### src/rtl/enum_type.sv
// enum_type: shared types, message templates and byte helpers for the UART status reporter
package enum_type;
  typedef enum logic [2:0] {IDLE, SNAP, CONVERT, LOAD, STROBE, WAIT_BUSY, WAIT_DONE} reporter_state_type;
  typedef enum logic [1:0] {MSG_GO, MSG_TIME, MSG_OVER} msg_type;
  localparam int GO_LEN = 4;
  localparam int TIME_LEN = 7;
  localparam int OVER_LEN = 19;
  localparam logic [7:0] CR = 8'h0d;
  localparam logic [7:0] LF = 8'h0a;
  localparam logic [8*GO_LEN-1:0] GO_T = {"GO", CR, LF};
  localparam logic [8*TIME_LEN-1:0] TIME_T = {"T=000", CR, LF};
  localparam logic [8*OVER_LEN-1:0] OVER_T = {"OVER S=0000 T=000", CR, LF};

  function automatic logic [7:0] dgt(logic [3:0] n);
    return {4'h0, n} + (n < 4'd10 ? 8'h30 : 8'h37);
  endfunction

  function automatic logic [4:0] msg_len(msg_type m);
    return m == MSG_GO ? 5'(GO_LEN) : m == MSG_TIME ? 5'(TIME_LEN) : 5'(OVER_LEN);
  endfunction

  // digit positions are patched over the fixed template text
  function automatic logic [7:0] msg_byte(msg_type m, logic [4:0] i, logic [15:0] s, logic [11:0] d);
    int k;
    k = int'(i);
    if (m == MSG_GO) return GO_T[8*(GO_LEN-1-k) +: 8];
    if (m == MSG_TIME) return k >= 2 && k <= 4 ? dgt(d[4*(4-k) +: 4]) : TIME_T[8*(TIME_LEN-1-k) +: 8];
    return k >= 7 && k <= 10 ? dgt(s[4*(10-k) +: 4]) :
           k >= 14 && k <= 16 ? dgt(d[4*(16-k) +: 4]) : OVER_T[8*(OVER_LEN-1-k) +: 8];
  endfunction
endpackage

### src/rtl/game_uart_reporter_if.sv
// game_uart_reporter_if: byte port between the reporter and the UART transmitter
interface game_uart_reporter_if;
  logic transmit;
  logic [7:0] tx_byte;
  logic is_transmitting;
  modport master(output transmit, tx_byte, input is_transmitting);
  modport slave(input transmit, tx_byte, output is_transmitting);
endinterface

### src/rtl/bin2bcd_seq.sv
// bin2bcd_seq: iterative double-dabble to three BCD digits, W cycles, saturating at 999
module bin2bcd_seq #(
  parameter int W = 10
) (
  input  logic         clk,
  input  logic         reset_n,
  input  logic         go,
  input  logic [W-1:0] bin,
  output logic [11:0]  bcd,
  output logic         done
);
  localparam int CW = $clog2(W + 1);
  logic [W-1:0] sh;
  logic [11:0] acc, adj;
  logic [CW-1:0] cnt;
  logic sat;
  // add 3 to every digit of 5 or more before it is shifted
  always_comb begin
    adj = acc;
    for (int i = 0; i < 3; i++) adj[4*i +: 4] = acc[4*i +: 4] >= 4'd5 ? acc[4*i +: 4] + 4'd3 : acc[4*i +: 4];
  end
  // load on go, then shift one input bit per cycle into the digit accumulator
  always_ff @(posedge clk) begin
    if (!reset_n) begin
      sh <= '0;
      acc <= '0;
      cnt <= '0;
      sat <= 1'b0;
    end else if (go) begin
      sh <= bin;
      acc <= '0;
      cnt <= CW'(W);
      sat <= 32'(bin) > 999;
    end else if (cnt != '0) begin
      sh <= sh << 1;
      acc <= {adj[10:0], sh[W-1]};
      cnt <= cnt - CW'(1);
    end
  end
  assign done = cnt == CW'(1);
  assign bcd = sat ? 12'h999 : acc;
endmodule

### src/rtl/game_uart_reporter.sv
// game_uart_reporter: formats game status lines and streams them into the UART transmitter
module game_uart_reporter
  import enum_type::*;
#(
  parameter int CNT_W = 10,
  parameter bit REPORT_TIME = 1
) (
  input  logic             clk,
  input  logic             reset_n,
  input  logic             start,
  input  logic             over,
  input  logic [15:0]      score,
  input  logic [CNT_W-1:0] count_down,
  output logic             busy,
  game_uart_reporter_if.master uart
);
  reporter_state_type state, state_nx;
  msg_type msg, sel;
  logic start_q, over_q, ev_go, ev_over, ev_time, f_go, f_over, f_time, snap, done, last;
  logic [CNT_W-1:0] cd_q;
  logic [4:0] idx;
  logic [1:0] gcnt;
  logic [15:0] score_s;
  logic [11:0] bcd;
  logic [7:0] tx_q;

  assign ev_go = start & ~start_q;
  assign ev_over = over & ~over_q;
  assign ev_time = (count_down != cd_q) & start & ~over & REPORT_TIME;
  assign sel = f_over ? MSG_OVER : f_go ? MSG_GO : MSG_TIME;
  assign snap = state == SNAP;
  assign last = idx == msg_len(msg) - 5'd1;

  bin2bcd_seq #(.W(CNT_W)) u_b2b (
    .clk(clk), .reset_n(reset_n), .go(snap), .bin(count_down), .bcd(bcd), .done(done)
  );

  // state register
  always_ff @(posedge clk) state <= !reset_n ? IDLE : state_nx;

  // next-state: one byte per LOAD..WAIT_DONE round; guard counter bounds the wait for busy
  always_comb begin
    state_nx = state;
    case (state)
      IDLE:      if (f_go | f_over | f_time) state_nx = SNAP;
      SNAP:      state_nx = sel == MSG_GO ? LOAD : CONVERT;
      CONVERT:   if (done) state_nx = LOAD;
      LOAD:      state_nx = STROBE;
      STROBE:    if (!uart.is_transmitting) state_nx = WAIT_BUSY;
      WAIT_BUSY: if (uart.is_transmitting || gcnt == 2'd3) state_nx = WAIT_DONE;
      WAIT_DONE: if (!uart.is_transmitting) state_nx = last ? IDLE : LOAD;
      default:   state_nx = IDLE;
    endcase
  end

  // outputs: single strobe once the UART is free, byte held from LOAD onwards
  always_comb begin
    uart.transmit = state == STROBE && !uart.is_transmitting;
    uart.tx_byte = tx_q;
    busy = state != IDLE || f_go || f_over || f_time;
  end

  // edge detect, sticky event flags, message snapshot and byte sequencing
  always_ff @(posedge clk) begin
    start_q <= start;
    over_q <= over;
    cd_q <= count_down;
    if (!reset_n) begin
      f_go <= 1'b0;
      f_over <= 1'b0;
      f_time <= 1'b0;
      msg <= MSG_GO;
      score_s <= '0;
      idx <= '0;
      gcnt <= '0;
      tx_q <= '0;
    end else begin
      f_over <= (f_over & ~(snap && sel == MSG_OVER)) | ev_over;
      f_go <= (f_go & ~(snap && sel == MSG_GO)) | ev_go;
      f_time <= (f_time & ~(snap && sel != MSG_GO)) | ev_time;
      if (snap) begin
        msg <= sel;
        score_s <= score;
        idx <= '0;
      end
      if (state == LOAD) tx_q <= msg_byte(msg, idx, score_s, bcd);
      if (state == WAIT_DONE && !uart.is_transmitting) idx <= idx + 5'd1;
      gcnt <= state == WAIT_BUSY ? gcnt + 2'd1 : 2'd0;
    end
  end
endmodule

### src/flat_wrapper.sv
// flat-port wrapper written by rule: the top's interface ports become plain ports
module game_uart_reporter_flat import enum_type::*;
#(
  parameter int CNT_W = 10,
  parameter bit REPORT_TIME = 1
)
  (clk, reset_n, start, over, score, count_down, busy, uart_transmit, uart_tx_byte, uart_is_transmitting);
  game_uart_reporter_if uart_i ();
  input  logic clk;
  input  logic reset_n;
  input  logic start;
  input  logic over;
  input  logic [15:0] score;
  input  logic [CNT_W-1:0] count_down;
  output logic busy;
  output wire logic [$bits(uart_i.transmit)-1:0] uart_transmit;
  output wire logic [$bits(uart_i.tx_byte)-1:0] uart_tx_byte;
  input wire logic [$bits(uart_i.is_transmitting)-1:0] uart_is_transmitting;
  assign uart_transmit = uart_i.transmit;
  assign uart_tx_byte = uart_i.tx_byte;
  assign uart_i.is_transmitting = uart_is_transmitting;
  game_uart_reporter #(.CNT_W(CNT_W), .REPORT_TIME(REPORT_TIME)) u_core (.clk(clk), .reset_n(reset_n), .start(start), .over(over), .score(score), .count_down(count_down), .busy(busy), .uart(uart_i));
endmodule
### config.mk
export PLATFORM = sky130hd
export DESIGN_NAME = game_uart_reporter_flat
export DESIGN_NICKNAME = d
export VERILOG_FILES = /design/src/rtl/enum_type.sv /design/src/rtl/game_uart_reporter_if.sv /design/src/rtl/bin2bcd_seq.sv /design/src/rtl/game_uart_reporter.sv /design/src/flat_wrapper.sv
export SDC_FILE = /design/constraint.sdc
export NUM_CORES = 1
export LEC_CHECK = 0
export ABC_CLOCK_PERIOD_IN_PS = 10400
export CAP_MARGIN = 20
export CELL_PAD_IN_SITES_DETAIL_PLACEMENT = 1
export CELL_PAD_IN_SITES_GLOBAL_PLACEMENT = 1
export CORE_MARGIN = 4
export CORE_UTILIZATION = 37
export CTS_CLUSTER_SIZE = 14
export DETAILED_ROUTE_END_ITERATION = 12
export DONT_BUFFER_PORTS = 1
export GPL_ROUTABILITY_DRIVEN = 1
export HOLD_SLACK_MARGIN = 0.12
export PLACE_DENSITY = 0.68
export SLEW_MARGIN = 20
export SYNTH_ARGS = -nofsm -noshare
export SYNTH_HDL_FRONTEND = slang
export SYNTH_SLANG_ARGS = --single-unit
### constraint.sdc
create_clock -name clk -period 10.4 [get_ports clk]
set_clock_uncertainty 0.05 [all_clocks]
set_input_delay 1.04 -clock clk [delete_from_list [all_inputs] [get_ports clk]]
set_output_delay 1.04 -clock clk [all_outputs]
set_load 0.01 [all_outputs]
==> qor.txt, run 1 <==
run status: complete, no violations
PortBufs: 0
Area after DPL: 0.00516 mm²
Final setup viols: 0
maximum VDD drop: 0.138 mV
Synth Area in Compound Gates: 26.0%
post-synthesis adder-cell area fraction: 6.09%
vias in the first global route: 4828
clk_lat worst skew: 330 ps
DPL Wire Length: 10800 µm
worst hold path class: reg -> reg
drt first pass iters: 5
nets: 699
flop and latch count out of synthesis: 77
Worst setup EP type: register
antenna violations before repair: 0
Post-DRT Antenna Nets: 0
routed wire length: 14800 µm
Worst Setup SP: u_core.idx[1]
Power Total: 1.04 mW
Max clock buf depth: 2
number of synthesized flops with an enable pin: 0
Starting Density: 38.1%
post-route setup TNS: 0 ps
final period utilization: 45.6%
Slowest Stage Delay on Critical Path: 840 ps
Die Width: 125 µm
Die Y: 125 µm
Reg-to-Reg End: u_core.uart.tx_byte[2]
r2r startpoint: u_core.idx[1]
Post-Syn Area: 0.00509 mm²
clk slew on worst S/H paths: 60 ps
Area growth syn-to-layout: 7.96%
Setup crit end: u_core.uart.tx_byte[2]
max frequency: 0.211 GHz
routed length per instance: 17.9 µm
post-synthesis mux area share: 2.61%
sequential fraction of the synthesis area: 30.3%
CTS-repair resized insts: 0
Worst Slack Setup Final: 5660 ps
Required @ worst endpoint: 10530 ps
root buffer cell: clkbuf_16
global-route wire length before repair: 24500 µm
Final Cell Area: 0.00550 mm²
Synth async-reset ratio: 0%
Slowest cell on crit path: dfxtp_1
# rows: 42
Crit Path Class: reg -> reg
Leak Pwr: 1.96 nW
GR Overflow Total: 0
critical path's top delay family: compound AO/OA/AOI/OAI gates
pin count of the biggest net entering global routing: 43
FF-to-FF setup slack: 5660 ps
worst-margin pin slew: 849 ps
Crit path buffers/inverters: 3
layout cells sized above 1: 8.00%
hold_buf cts: 0
Mapped Cells: 669
Synth Area in XOR/XNOR: 4.64%
TritonCTS clock tree: yes
gp weighted congestion: 0.869
WP depth: 13
Num CTS Buffers: 9
post-synthesis cell type count: 73
crit-path max FO: 21
Pwr Density: 190 mW/mm²
core box area: 0.0133 mm²
Yosys Warn Count: 0
Max Slew Vio Count: 0
Post-CTS Setup Repair Bufs: 0
post-route insts no fill: 826
Period minus WS final: 4740 ps
Diodes inserted: 0
Critical Path, Cell by Cell: inv_1 -> ha_1 -> buf_4 -> nor2b_1 -> a22oi_2 -> nor2_1 -> o211a_1 -> ha_1 -> inv_1 -> fa_1 -> xor2_1 -> a2111oi_0 -> o32ai_1
Slew headroom: 42.0%
Mapped Nets: 723
crit path DAT: 4870 ps
Hold Path Depth: 1
Simple-Gate Fraction of Synth Area: 23.7%
H-tree depth: 3
Hold Vio Cnt, Final: 0
die area: 0.0157 mm²
RSZ-0062 raised after global routing: no
Critical Path Source Type: register
top_reg_cell synth: dfxtp_1
largest family of logic cells by synthesized area: compound AO/OA/AOI/OAI gates
Tot GR Track Use: 18.7%
maxcap violations: 0
DRT iter0 DRCs: 293
Remaining DRCs: 0
via density per instance: 5.76
vias: 4756
post-place setup slack: 5780 ps
mean post-synth cell area: 7.61 µm²
I/O pin cnt: 41
reg2reg path depth: 13
Cells after DPL: 810
clock sink total: 77
power by group:
group          switching [mW]  leakage [nW]  internal, mW
registers              0.0499         0.631         0.348
clock network           0.129         0.157         0.219
logic                   0.196          1.17         0.101
total                   0.375          1.96         0.668
synthesized netlist by cell type (all sizes together) (5+ instances only):
library cell	number	share of area, %
or3	6	0.74
buf	21	2.6
xnor2	14	2.4
a21o	6	0.88
o21ai	46	4.5
nand3	15	1.5
a211oi	10	1.6
nor2	57	4.3
ha	20	4.9
nor4	6	0.74
or2	5	0.61
xor2	13	2.2
a21boi	5	0.81
nor2b	11	1.4
o211ai	8	1.2
o31ai	5	0.74
a311oi	9	1.5
nand2	95	7.0
nand2b	12	1.5
dfxtp	77	30
inv	27	2.0
clkbuf	25	1.9
nor3	17	2.1
a22oi	5	0.84
a31oi	7	0.86
a21oi	77	7.6
layout by cell type, fill, tap and decap left out, types with 9 or more instances in the layout:
| master | count |
|---|---|
| a211oi_1 | 9 |
| nand2_1 | 95 |
| nand2b_1 | 12 |
| clkbuf_16 | 9 |
| nor2_1 | 56 |
| ha_1 | 20 |
| xnor2_1 | 14 |
| o21ai_0 | 44 |
| nor3_1 | 14 |
| nand3_1 | 15 |
| dfxtp_1 | 77 |
| inv_1 | 25 |
| nor2b_1 | 11 |
| buf_4 | 11 |
| a21oi_1 | 77 |
| xor2_1 | 13 |
| a311oi_1 | 9 |
logic make-up after synthesis:
group	count (synthesis)
adder cells (fa/ha/maj)	23
flip-flops	77
other	1
AO/OA/AOI/OAI	209
buffers and inverters	74
AND/OR/NAND/NOR	250
XOR/XNOR	27
multiplexers	8
area by class of cell:
cell class                 instances  area, µm²
inverter                          28        105
tap                              176        220
timing repair buffer              11       82.6
clock inverter                     6       95.1
fill                            1692       7850
sequential                        77       1540
multi-input combinational        518       3210
clock buffer                      10        239
state kept, by name (all words and copies together), names as in the netlist, 2 cells and up:
signal	count
u_core.score_s	16
u_core.u_b2b.cnt	4
u_core.u_b2b.acc	12
u_core.msg	2
u_core.u_b2b.sh	10
u_core.idx	5
u_core.state	3
u_core.cd_q	10
u_core.gcnt	2
u_core.uart.tx_byte	7
stage by stage:
stage	hold slack, ps	util (%)
final	368	41.2
after global routing	388	41.2
after CTS	373	41.2
after detailed placement	364	38.7
after global placement	356	38.7
after floorplan	349	-
worst min path at each step:
| stage | startpoint | end | slack [ps] |
|---|---|---|---|
| floorplan | u_core.gcnt[0] | u_core.gcnt[0] | 350 |
| CTS | u_core.gcnt[0] | u_core.gcnt[0] | 370 |
| detailed placement | u_core.gcnt[0] | u_core.gcnt[0] | 360 |
| finish | u_core.gcnt[0] | u_core.gcnt[0] | 370 |
| global placement | u_core.gcnt[0] | u_core.gcnt[0] | 360 |
| global route | u_core.gcnt[0] | u_core.gcnt[0] | 390 |
layer usage:
layer  track usage [%]  wire [µm]  up-vias
met5                 0          0        -
met4              5.61        254        0
met3              3.97        769       17
met2              31.5       6990       90
met1              24.2       6790     2326
li1                  -          -     2323
No activity file was read; power rests on OpenSTA's default activity.
==> run 2, diff against run 1 <==
--- a/config.mk
+++ b/config.mk
@@ -5,7 +5,8 @@
 export SDC_FILE = /design/constraint.sdc
 export NUM_CORES = 1
 export LEC_CHECK = 0
-export ABC_CLOCK_PERIOD_IN_PS = 10400
+export ABC_AREA = 1
+export ABC_CLOCK_PERIOD_IN_PS = 4400
 export CAP_MARGIN = 20
 export CELL_PAD_IN_SITES_DETAIL_PLACEMENT = 1
 export CELL_PAD_IN_SITES_GLOBAL_PLACEMENT = 1
@@ -16,7 +17,7 @@
 export DONT_BUFFER_PORTS = 1
 export GPL_ROUTABILITY_DRIVEN = 1
 export HOLD_SLACK_MARGIN = 0.12
-export PLACE_DENSITY = 0.68
+export PLACE_DENSITY = 0.7
 export SLEW_MARGIN = 20
 export SYNTH_ARGS = -nofsm -noshare
 export SYNTH_HDL_FRONTEND = slang
==> constraint.sdc (replaced) <==
create_clock -name clk -period 4.4 [get_ports clk]
set_clock_uncertainty 0.05 [all_clocks]
set_input_delay 0.44 -clock clk [delete_from_list [all_inputs] [get_ports clk]]
set_output_delay 0.44 -clock clk [all_outputs]
set_load 0.01 [all_outputs]
==> qor.txt, run 2 <==
Die Y: 124 µm
Worst setup EP type: register
Max Slew Vio Count: 0
Num CTS Buffers: 9
DPL Wire Length: 11600 µm
clock sink total: 77
mean post-synth cell area: 6.58 µm²
nets: 807
Final setup viols: 0
pin count of the biggest net entering global routing: 39
top post-synthesis cells by count: nand2_1 (193), inv_1 (83), dfxtp_1 (77)
Required @ worst endpoint: 4630 ps
Reg-to-Reg End: u_core.uart.tx_byte[6]
commonest non-fill, non-tap cell in the layout: nand2_1
Sw Pwr: 1.05 mW
Pwr Density: 471 mW/mm²
Mapped Nets: 810
Combinational Power Share: 33.5%
core box area: 0.0132 mm²
maxcap violations: 0
r2r startpoint: u_core.idx[1]
Slew headroom: 45.1%
Diodes inserted: 0
via density per instance: 5.25
crit path DAT: 4010 ps
clk_lat worst skew: 350 ps
number of synthesized flops with an enable pin: 0
run status: complete, no violations
Worst Setup SP: u_core.idx[1]
worst-margin pin slew: 819 ps
GR Overflow Total: 0
worst hold path class: in -> reg
vias in the first global route: 5030
Post-DRT Antenna Nets: 0
post-synthesis cell type count: 45
post-layout util: 41.3%
largest register by flop count: u_core.score_s
Clk pwr share: 28.5%
max reg flops: 16
root buffer cell: clkbuf_16
vias: 4906
Synth area leader: dfxtp_1
sequential fraction of the synthesis area: 31.0%
TritonCTS clock tree: yes
crit-path max FO: 17
Synth async-reset ratio: 0%
Power Total: 2.56 mW
flop and latch count out of synthesis: 77
top_reg_cell synth: dfxtp_1
Tot GR Track Use: 21.0%
gp weighted congestion: 0.884
FF-to-FF setup slack: 620 ps
Crit Path Class: reg -> reg
Max clock buf depth: 2
H-tree depth: 3
RSZ-0062 raised after global routing: no
Hold Vio Cnt, Final: 0
Remaining DRCs: 0
Yosys Warn Count: 0
die area: 0.0154 mm²
layout cells sized above 1: 7.52%
Starting Density: 37.7%
Period minus WS final: 3780 ps
maximum VDD drop: 0.231 mV
antenna violations before repair: 0
most frequent cell after synthesis: nand2_1
global-route wire length before repair: 25100 µm
clk slew on worst S/H paths: 60 ps
routed wire length: 15400 µm
I/O pin cnt: 41
DRT iter0 DRCs: 319
drt first pass iters: 4
Hold Path Depth: 2
Flop pwr share: 38.1%
max frequency: 0.265 GHz
Mapped Cells: 756
Area growth syn-to-layout: 9.43%
routed length per instance: 16.5 µm
Die Width: 124 µm
# rows: 42
internal power: 1.52 mW
Leak Pwr: 2.47 nW
Post-Syn Area: 0.00497 mm²
Synth area leaders: dfxtp_1 (31%), nand2_1 (15%), nand3_1 (6.3%)
Endpoint, Worst Hold: u_core.score_s[8]
hold slack: 181 ps
top cell type's share of synthesized area: 31.0%
Critical Path Source Type: register
Worst Min Path Start: score[8]
most frequent cells in the layout: nand2_1 (193), inv_1 (83), dfxtp_1 (77)
Switching Share: 40.9%
post-route setup TNS: 0 ps
CTS-repair resized insts: 0
final period utilization: 85.8%
PortBufs: 0
reg2reg path depth: 20
Largest regs: u_core.score_s: 16 flops, u_core.u_b2b.acc: 12 flops
run 2: changes by cell type in the layout (fill, tap and decap cells not counted), moves of 11 or more:
| cell | change |
|---|---|
| nand2b_1 | -12 |
| dlygate4sd3_1 | +12 |
| xnor2_1 | -13 |
| a21oi_1 | -15 |
| o21ai_0 | +12 |
| nand2_1 | +98 |
| nand3_1 | +48 |
| inv_1 | +58 |
| nor2b_1 | -11 |
run 2: worst max path at each step:
stage / end / slack [ps] / cells after the start
2_1_floorplan: u_core.uart.tx_byte[1] / 1180 / 19
3_3_place_gp: u_core.uart.tx_byte[1] / 900 / 15
3_5_place_dp: u_core.uart.tx_byte[6] / 630 / 20
4_1_cts: u_core.uart.tx_byte[6] / 610 / 20
5_1_grt: u_core.uart.tx_byte[6] / 230 / 20
6_report: u_core.uart.tx_byte[6] / 620 / 20
run 2: layout make-up:
cell class              instances  area [µm²]
inverters                      92         348
flip-flops and latches         77        1540
well taps                     176         220
clock inverters                 5        42.5
repair buffers                 15         143
fillers                      1742        7750
clock buffers                  11         243
multi-input cells             558        2910
run 2: power groups by stage:
stage	combinational [mW]	sequential (mW)	clock [mW]
after CTS	0.867	0.976	0.745
after global routing	0.983	0.996	0.781
after floorplan	0.654	0.941	0
after global placement	0.816	0.984	0
after detailed placement	0.847	0.990	0
final	0.857	0.975	0.729
run 2: worst max-delay path, stage by stage (launching register included):
cell and delay, ps:
dfxtp_1 580, inv_2 100, ha_1 710, nand2_2 210, inv_1 140, nand3_1 90, nand2_2 120, nand3_2 140
nand2_1 150, ha_1 180, inv_1 60, fa_1 420, nor2_1 120, nand2_1 70, nand2_1 80, nand2_1 80
o21ai_1 90, nand2_1 60, nand2_1 70, nand2_1 60, a21oi_2 120
run 2: through the flow:
stage	std cells	worst slack [ps]	area, µm²
final	934	623	5440
after global routing	934	234	5440
after CTS	934	611	5440
after detailed placement	906	626	5040
after global placement	906	898	5040
after floorplan	756	1180	4970
run 2: cells by family (layout without fill, tap and decap cells):
family                     after synthesis  after routing  share of synthesized area [%]
and+or+nand+nor                        364            364                           32.2
DFF                                     77             77                           31.0
AOI/OAI and AO/OA                      154            154                           16.9
other                                    1              1                         0.0754
adders and majority gates               23             23                           6.24
buffers and inverters                  121            123                           10.6
xor gates and xnor gates                16             16                           2.97
run 2: repair_timing:
action | in CTS | in global routing
buffers inserted | 0 | 0
hold endpoints to repair | 12 | 0
hold buffers | 12 | 0
run 2: metal layers:
metal,vias to the layer above,wire length [µm],global-route usage (%)
met1,2344,7190,27.5
met2,94,7280,35.1
met4,0,208,5.61
met5,-,0,0
met3,13,751,4.68
li1,2455,-,-
